===== src/rtl/sop_sweep_capture_pkg.sv =====
// Shared definitions for the SOP truth-table sweep/capture block.
package sop_pkg;

   localparam int NUM_VEC = 32;
   localparam int IDX_W   = 5;
   localparam int CNT_W   = 6;

   typedef enum logic [1:0] {
      ST_IDLE = 2'd0,
      ST_RUN  = 2'd1,
      ST_DONE = 2'd2
   } state_e;

endpackage


===== src/rtl/sop_sweep_capture.sv =====
// Drives all 32 input vectors into a 5-input SOP block, captures its response
// per vector and compares it against a latched golden truth table.
module sop_sweep_capture
   import sop_pkg::*;
#(
   parameter int SETTLE = 1
) (
   input  logic                 clk,
   input  logic                 rst_n,
   input  logic                 start,
   input  logic                 abort,
   input  logic [NUM_VEC-1:0]   expected,
   input  logic                 sop_out,
   output logic                 a,
   output logic                 b,
   output logic                 c,
   output logic                 d,
   output logic                 e,
   output logic                 busy,
   output logic                 done,
   output logic [NUM_VEC-1:0]   truth,
   output logic [CNT_W-1:0]     mismatch_cnt,
   output logic                 fail_valid,
   output logic [IDX_W-1:0]     first_fail,
   output logic                 match
);

   localparam logic [1:0]       SETTLE_LAST = 2'(SETTLE - 1);
   localparam logic [IDX_W-1:0] LAST_IDX    = IDX_W'(NUM_VEC - 1);

   state_e               r_state;
   state_e               w_state_nxt;
   logic [IDX_W-1:0]     r_idx;
   logic [IDX_W-1:0]     r_vec;
   logic [IDX_W-1:0]     r_first_fail;
   logic [1:0]           r_settle;
   logic [NUM_VEC-1:0]   r_exp;
   logic [NUM_VEC-1:0]   r_truth;
   logic [CNT_W-1:0]     r_mis_cnt;
   logic [CNT_W-1:0]     w_mis_cnt_nxt;
   logic                 r_busy;
   logic                 r_done;
   logic                 r_fail_valid;
   logic                 r_match;
   logic                 w_cap;
   logic                 w_last;
   logic                 w_miss;

   // Capture strobe on the last cycle of each hold, plus next-state decode.
   always_comb begin
      w_cap         = 1'b0;
      w_last        = 1'b0;
      w_miss        = 1'b0;
      w_mis_cnt_nxt = r_mis_cnt;
      w_state_nxt   = ST_IDLE;

      w_cap         = (r_state == ST_RUN) && (r_settle == SETTLE_LAST);
      w_last        = w_cap && (r_idx == LAST_IDX);
      w_miss        = w_cap && (sop_out != r_exp[r_idx]);
      w_mis_cnt_nxt = r_mis_cnt + {{(CNT_W-1){1'b0}}, w_miss};

      case (r_state)
         ST_IDLE: begin
            if (start) begin
               w_state_nxt = ST_RUN;
            end else begin
               w_state_nxt = ST_IDLE;
            end
         end
         ST_RUN: begin
            if (abort) begin
               w_state_nxt = ST_IDLE;
            end else if (w_last) begin
               w_state_nxt = ST_DONE;
            end else begin
               w_state_nxt = ST_RUN;
            end
         end
         ST_DONE: w_state_nxt = ST_IDLE;
         default: w_state_nxt = ST_IDLE;
      endcase
   end

   // Sweep sequencing, capture and mismatch bookkeeping.
   always_ff @(posedge clk or negedge rst_n) begin
      if (!rst_n) begin
         r_state      <= ST_IDLE;
         r_busy       <= 1'b0;
         r_done       <= 1'b0;
         r_idx        <= '0;
         r_vec        <= '0;
         r_settle     <= 2'd0;
         r_exp        <= '0;
         r_truth      <= '0;
         r_mis_cnt    <= '0;
         r_fail_valid <= 1'b0;
         r_first_fail <= '0;
         r_match      <= 1'b0;
      end else begin
         r_state <= w_state_nxt;
         r_busy  <= (w_state_nxt == ST_RUN);
         r_done  <= (w_state_nxt == ST_DONE);

         case (r_state)
            ST_IDLE: begin
               r_vec <= '0;
               if (start) begin
                  r_idx        <= '0;
                  r_settle     <= 2'd0;
                  r_exp        <= expected;
                  r_truth      <= '0;
                  r_mis_cnt    <= '0;
                  r_fail_valid <= 1'b0;
                  r_first_fail <= '0;
                  r_match      <= 1'b0;
               end else begin
                  r_idx <= r_idx;
               end
            end
            ST_RUN: begin
               // A capture coinciding with abort is still recorded.
               if (w_cap) begin
                  r_truth[r_idx] <= sop_out;
                  r_mis_cnt      <= w_mis_cnt_nxt;
                  if (w_miss && !r_fail_valid) begin
                     r_fail_valid <= 1'b1;
                     r_first_fail <= r_idx;
                  end else begin
                     r_fail_valid <= r_fail_valid;
                  end
                  if (!w_last) begin
                     r_idx    <= r_idx + IDX_W'(1);
                     r_settle <= 2'd0;
                  end else begin
                     r_idx <= r_idx;
                  end
               end else begin
                  r_settle <= r_settle + 2'd1;
               end

               if (abort || w_last) begin
                  r_vec <= '0;
               end else if (w_cap) begin
                  r_vec <= r_idx + IDX_W'(1);
               end else begin
                  r_vec <= r_idx;
               end

               if (w_last && !abort) begin
                  r_match <= (w_mis_cnt_nxt == '0);
               end else begin
                  r_match <= r_match;
               end
            end
            ST_DONE: r_vec <= '0;
            default: r_vec <= '0;
         endcase
      end
   end

   assign {a, b, c, d, e} = r_vec;
   assign busy            = r_busy;
   assign done            = r_done;
   assign truth           = r_truth;
   assign mismatch_cnt    = r_mis_cnt;
   assign fail_valid      = r_fail_valid;
   assign first_fail      = r_first_fail;
   assign match           = r_match;

endmodule


===== config.mk =====
export PLATFORM = sky130hd
export DESIGN_NAME = sop_sweep_capture
export DESIGN_NICKNAME = d
export VERILOG_FILES = /design/src/rtl/sop_sweep_capture_pkg.sv /design/src/rtl/sop_sweep_capture.sv
export SDC_FILE = /design/constraint.sdc
export NUM_CORES = 1
export LEC_CHECK = 0
export CAP_MARGIN = 20
export CORE_MARGIN = 4
export CORE_UTILIZATION = 56
export CTS_CLUSTER_SIZE = 30
export DETAILED_ROUTE_END_ITERATION = 6
export HOLD_SLACK_MARGIN = 0.08
export PLACE_DENSITY = 0.86
export SYNTH_ARGS = -nofsm -noshare
export SYNTH_HDL_FRONTEND = slang
export SYNTH_SLANG_ARGS = --single-unit

===== constraint.sdc =====
create_clock -name clk -period 8.79 [get_ports clk]
set_clock_uncertainty 0.05 [all_clocks]
set_input_delay 1.3185 -clock clk [delete_from_list [all_inputs] [get_ports clk]]
set_output_delay 1.3185 -clock clk [all_outputs]
set_load 0.02 [all_outputs]

==> flow_metrics.py <==
metrics = {
    "floorplan": {
        "dieWidth_um": 97.4,
        "ios": 89,
        "die_h_um": 97.4,
        "start_util_pct": 57.6,
        "core_um2": 7770,
        "die_area_um2": 9490,
        "rows": 32,
    },
    "worst_setup_path": {
        "critical_path.cell_chain": "nor2b_1, a2111oi_0, o22ai_1, a311oi_2, xor2_1, nor2_1, ha_1, ha_1, nor4_1, o21ai_0, nor4_1, mux2_2",
        "path_depth": 12,
        "path_delay_family": "compound AO/OA/AOI/OAI gates",
        "worstSetupStartpointType": "register",
        "rr_endpoint": "match",
        "rrSetupSlack_ns": 5.09,
        "worstRegToRegCells": 12,
        "crit_fanout": 24,
        "slowest_delay_ns": 1.01,
        "critPathKind": "reg -> reg",
        "cp_num_buf_inv": 0,
        "cp.arrival_ns": 3.96,
        "reg2reg_from": "r_idx[1]",
        "crit_end": "match",
        "critPathSlowestCell": "dfrtp_1",
        "endpoint_kind": "register",
        "crit_required_ns": 9.05,
        "crit_start": "r_idx[1]",
    },
    "sta": {
        "fmax_mhz": 270,
        "worst_slew_pin_slew_ns": 1.00,
        "tns_ns": 0,
        "slew_headroom_pct": 33.3,
        "drv_slew": 0,
        "timing.final.crit_share_pct": 42.1,
        "hold_viol_final": 0,
        "min_period_ns": 3.70,
        "report.final.setup_viol": 0,
        "rsz0062_at_grt": "false",
    },
    "synth": {
        "ys_seq_area_share_pct": 52.0,
        "synth_area_leader_cell": "dfrtp_1",
        "synthTopCellsByCount": "93 x dfrtp_1, 79 x o21ai_0, 37 x a21oi_1",
        "synth_edf_count": 0,
        "synth-seq-cells": 93,
        "synth.cell_area_um2": 4480,
        "ys_types": 41,
        "ys_warn_count": 0,
        "synth_flop_cell": "dfrtp_1",
        "syn_nets": 479,
        "synth.most_common_cell": "dfrtp_1",
        "postSynth.asyncResetShare_pct": 100,
        "avgSynthCellArea_um2": 10.3,
        "ys_top_cells_by_area": "dfrtp_1 52%, o21ai_0 8.8%, mux2_2 8.3%",
        "synth_top_area_share_pct": 52.0,
        "syn_inst": 434,
    },
    "routing": {
        "drc": 0,
        "drtAntennaViolNets": 0,
        "via_count": 3682,
        "postRouteWirelength_mm": 10.6,
        "routedWlPerCell_um": 17.3,
        "viasPerCell": 6.02,
        "drt_pass1_iterations": 5,
        "drtIter0Drc": 304,
    },
    "pwr": {
        "clock_power_share_pct": 22.3,
        "p_leak_nw": 2.40,
        "sequentialPowerShare_pct": 43.7,
        "power_frac_comb_pct": 34.0,
        "ir_drop_mv": 0.131,
        "pwr_density_cell_nw_per_um2": 242,
        "switchingPower_uw": 485,
        "p_int_uw": 877,
        "sw_frac_of_total_pct": 35.6,
    },
    "final_layout": {
        "utilization_pct": 72.3,
        "final_area_um2": 5620,
        "nNetsFinal": 550,
        "seqCellArea_um2": 2330,
        "multi_input_area_um2": 2010,
        "area_delta_synth_final_pct": 25.5,
        "drive_above_1_share_pct": 11.6,
        "antenna_cells": 0,
        "fillers": 561,
    },
    "clock_tree": {
        "postCtsSetupRepairBufs": 0,
        "clock_latency_ns": 0.36,
        "cts_tree": "built",
        "h-tree-depth": 3,
        "cts_resized": 0,
        "cts_root_buf": "clkbuf_8",
        "hold_buffers": 0,
        "cts.path.max_buffers": 2,
        "cts_made_buffers": 9,
        "clock-sinks": 93,
        "path_clk_slew_ns": 0.09,
    },
    "grt": {
        "overflow": 0,
        "antenna_found_initial": 0,
        "grt_use_met1_pct": 28.6,
        "grtUsageTotal_pct": 22.2,
        "grt_max_degree": 94,
        "use_met3_pct": 3.45,
        "globalRouteMet2Util_pct": 36.1,
        "grt_pass1_wl_mm": 17.1,
        "grt_pass1_vias": 3568,
        "grt-busiest-layer": "met2",
    },
    "worst_hold_path": {
        "hp-class": "reg -> reg",
    },
    "placed_design": {
        "hpwl_mm": 7.31,
        "portBuffers": 88,
        "gp_congestion": 0.880,
        "dpl-instance-area_um2": 5390,
    },
    "job": {
        "maxCapViolCount": 0,
    },
    "run_status": {
        "status": "completed",
    },
}
-- cell type report --
type	instances	share of cell area (%)
multi-input cells	303	35.7
inverters	6	0.401
repair buffers	92	16.5
well taps	102	2.27
clock inverters	5	1.34
clock buffers	11	2.34
flip-flops and latches	93	41.4
-- routing by layer --
metal / routed length, um / vias to the layer above
met5: 0 / -
met4: 339 / 0
met3: 708 / 33
met2: 5160 / 165
met1: 4380 / 1785
li1: - / 1699
-- power groups by stage --
stage                     Clock (mW)  Sequential [mW]  Combinational [mW]
after floorplan                    0            0.583               0.309
after global placement             0            0.599               0.446
after detailed placement           0            0.603               0.458
after CTS                      0.306            0.595               0.460
after global routing           0.325            0.608               0.501
final                          0.304            0.595               0.463
-- logic make-up (layout without fill, tap and decap cells) --
family	after synthesis	after routing	share of synthesized area [%]
mux	55	55	13.4
simple gates	96	96	10.9
compound gates	139	139	17.2
buf+inv	38	114	3.30
xor+xnor	5	5	0.978
flops	93	93	52.0
fa+ha+maj	8	8	2.24
-- cells in the final DEF (no fill, tap or decap), drive strengths merged, types with 2 or more instances in the layout --
cell type,synthesis,final
a31oi,2,2
a21oi,37,37
and2,3,3
xor2,3,3
nand2,20,20
nand3,11,11
clkdlybuf4s50,0,87
buf,6,5
xnor2,2,2
clkinv,0,3
bufinv,0,2
nor2,19,19
and3,3,3
nor2b,10,10
a2111oi,2,2
a22o,6,6
a311oi,2,2
inv,6,6
ha,8,8
or3,3,3
a22oi,4,4
clkbuf,26,11
a211o,2,2
mux2i,20,20
nand4,3,3
o21ai,79,79
nand4b,2,2
dfrtp,93,93
nor3,8,8
nand2b,5,5
nand3b,3,3
o31ai,2,2
mux2,35,35
or2,3,3
nor4,2,2
-- worst min path at each step --
stage | slack, ns | startpoint | end | depth (start not counted)
5_1_grt | 0.48 | r_exp[8] | r_exp[8] | 1
6_report | 0.46 | r_exp[8] | r_exp[8] | 1
3_3_place_gp | 0.44 | r_exp[4] | r_exp[4] | 1
4_1_cts | 0.46 | r_exp[8] | r_exp[8] | 1
3_5_place_dp | 0.44 | r_exp[8] | r_exp[8] | 1
2_1_floorplan | 0.42 | r_exp[4] | r_exp[4] | 1
-- registers in the layout, indices dropped and copies added, names as in the netlist --
signal / flops
r_exp: 32
truth: 32
mismatch_cnt: 6
first_fail: 5
r_idx: 5
r_vec: 5
r_settle: 2
r_state: 2
busy: 1
done: 1
fail_valid: 1
match: 1
-- per-stage QoR --
step	power (mW)	setup WS (ns)	hold WS, ns	cells
after detailed placement	1.06	5.14	0.440	595
after global routing	1.43	4.65	0.477	612
after floorplan	0.892	5.87	0.423	434
after global placement	1.05	5.32	0.438	595
final	1.36	5.09	0.455	612
after CTS	1.36	5.09	0.459	611
Power figures use the tool's default switching activity.
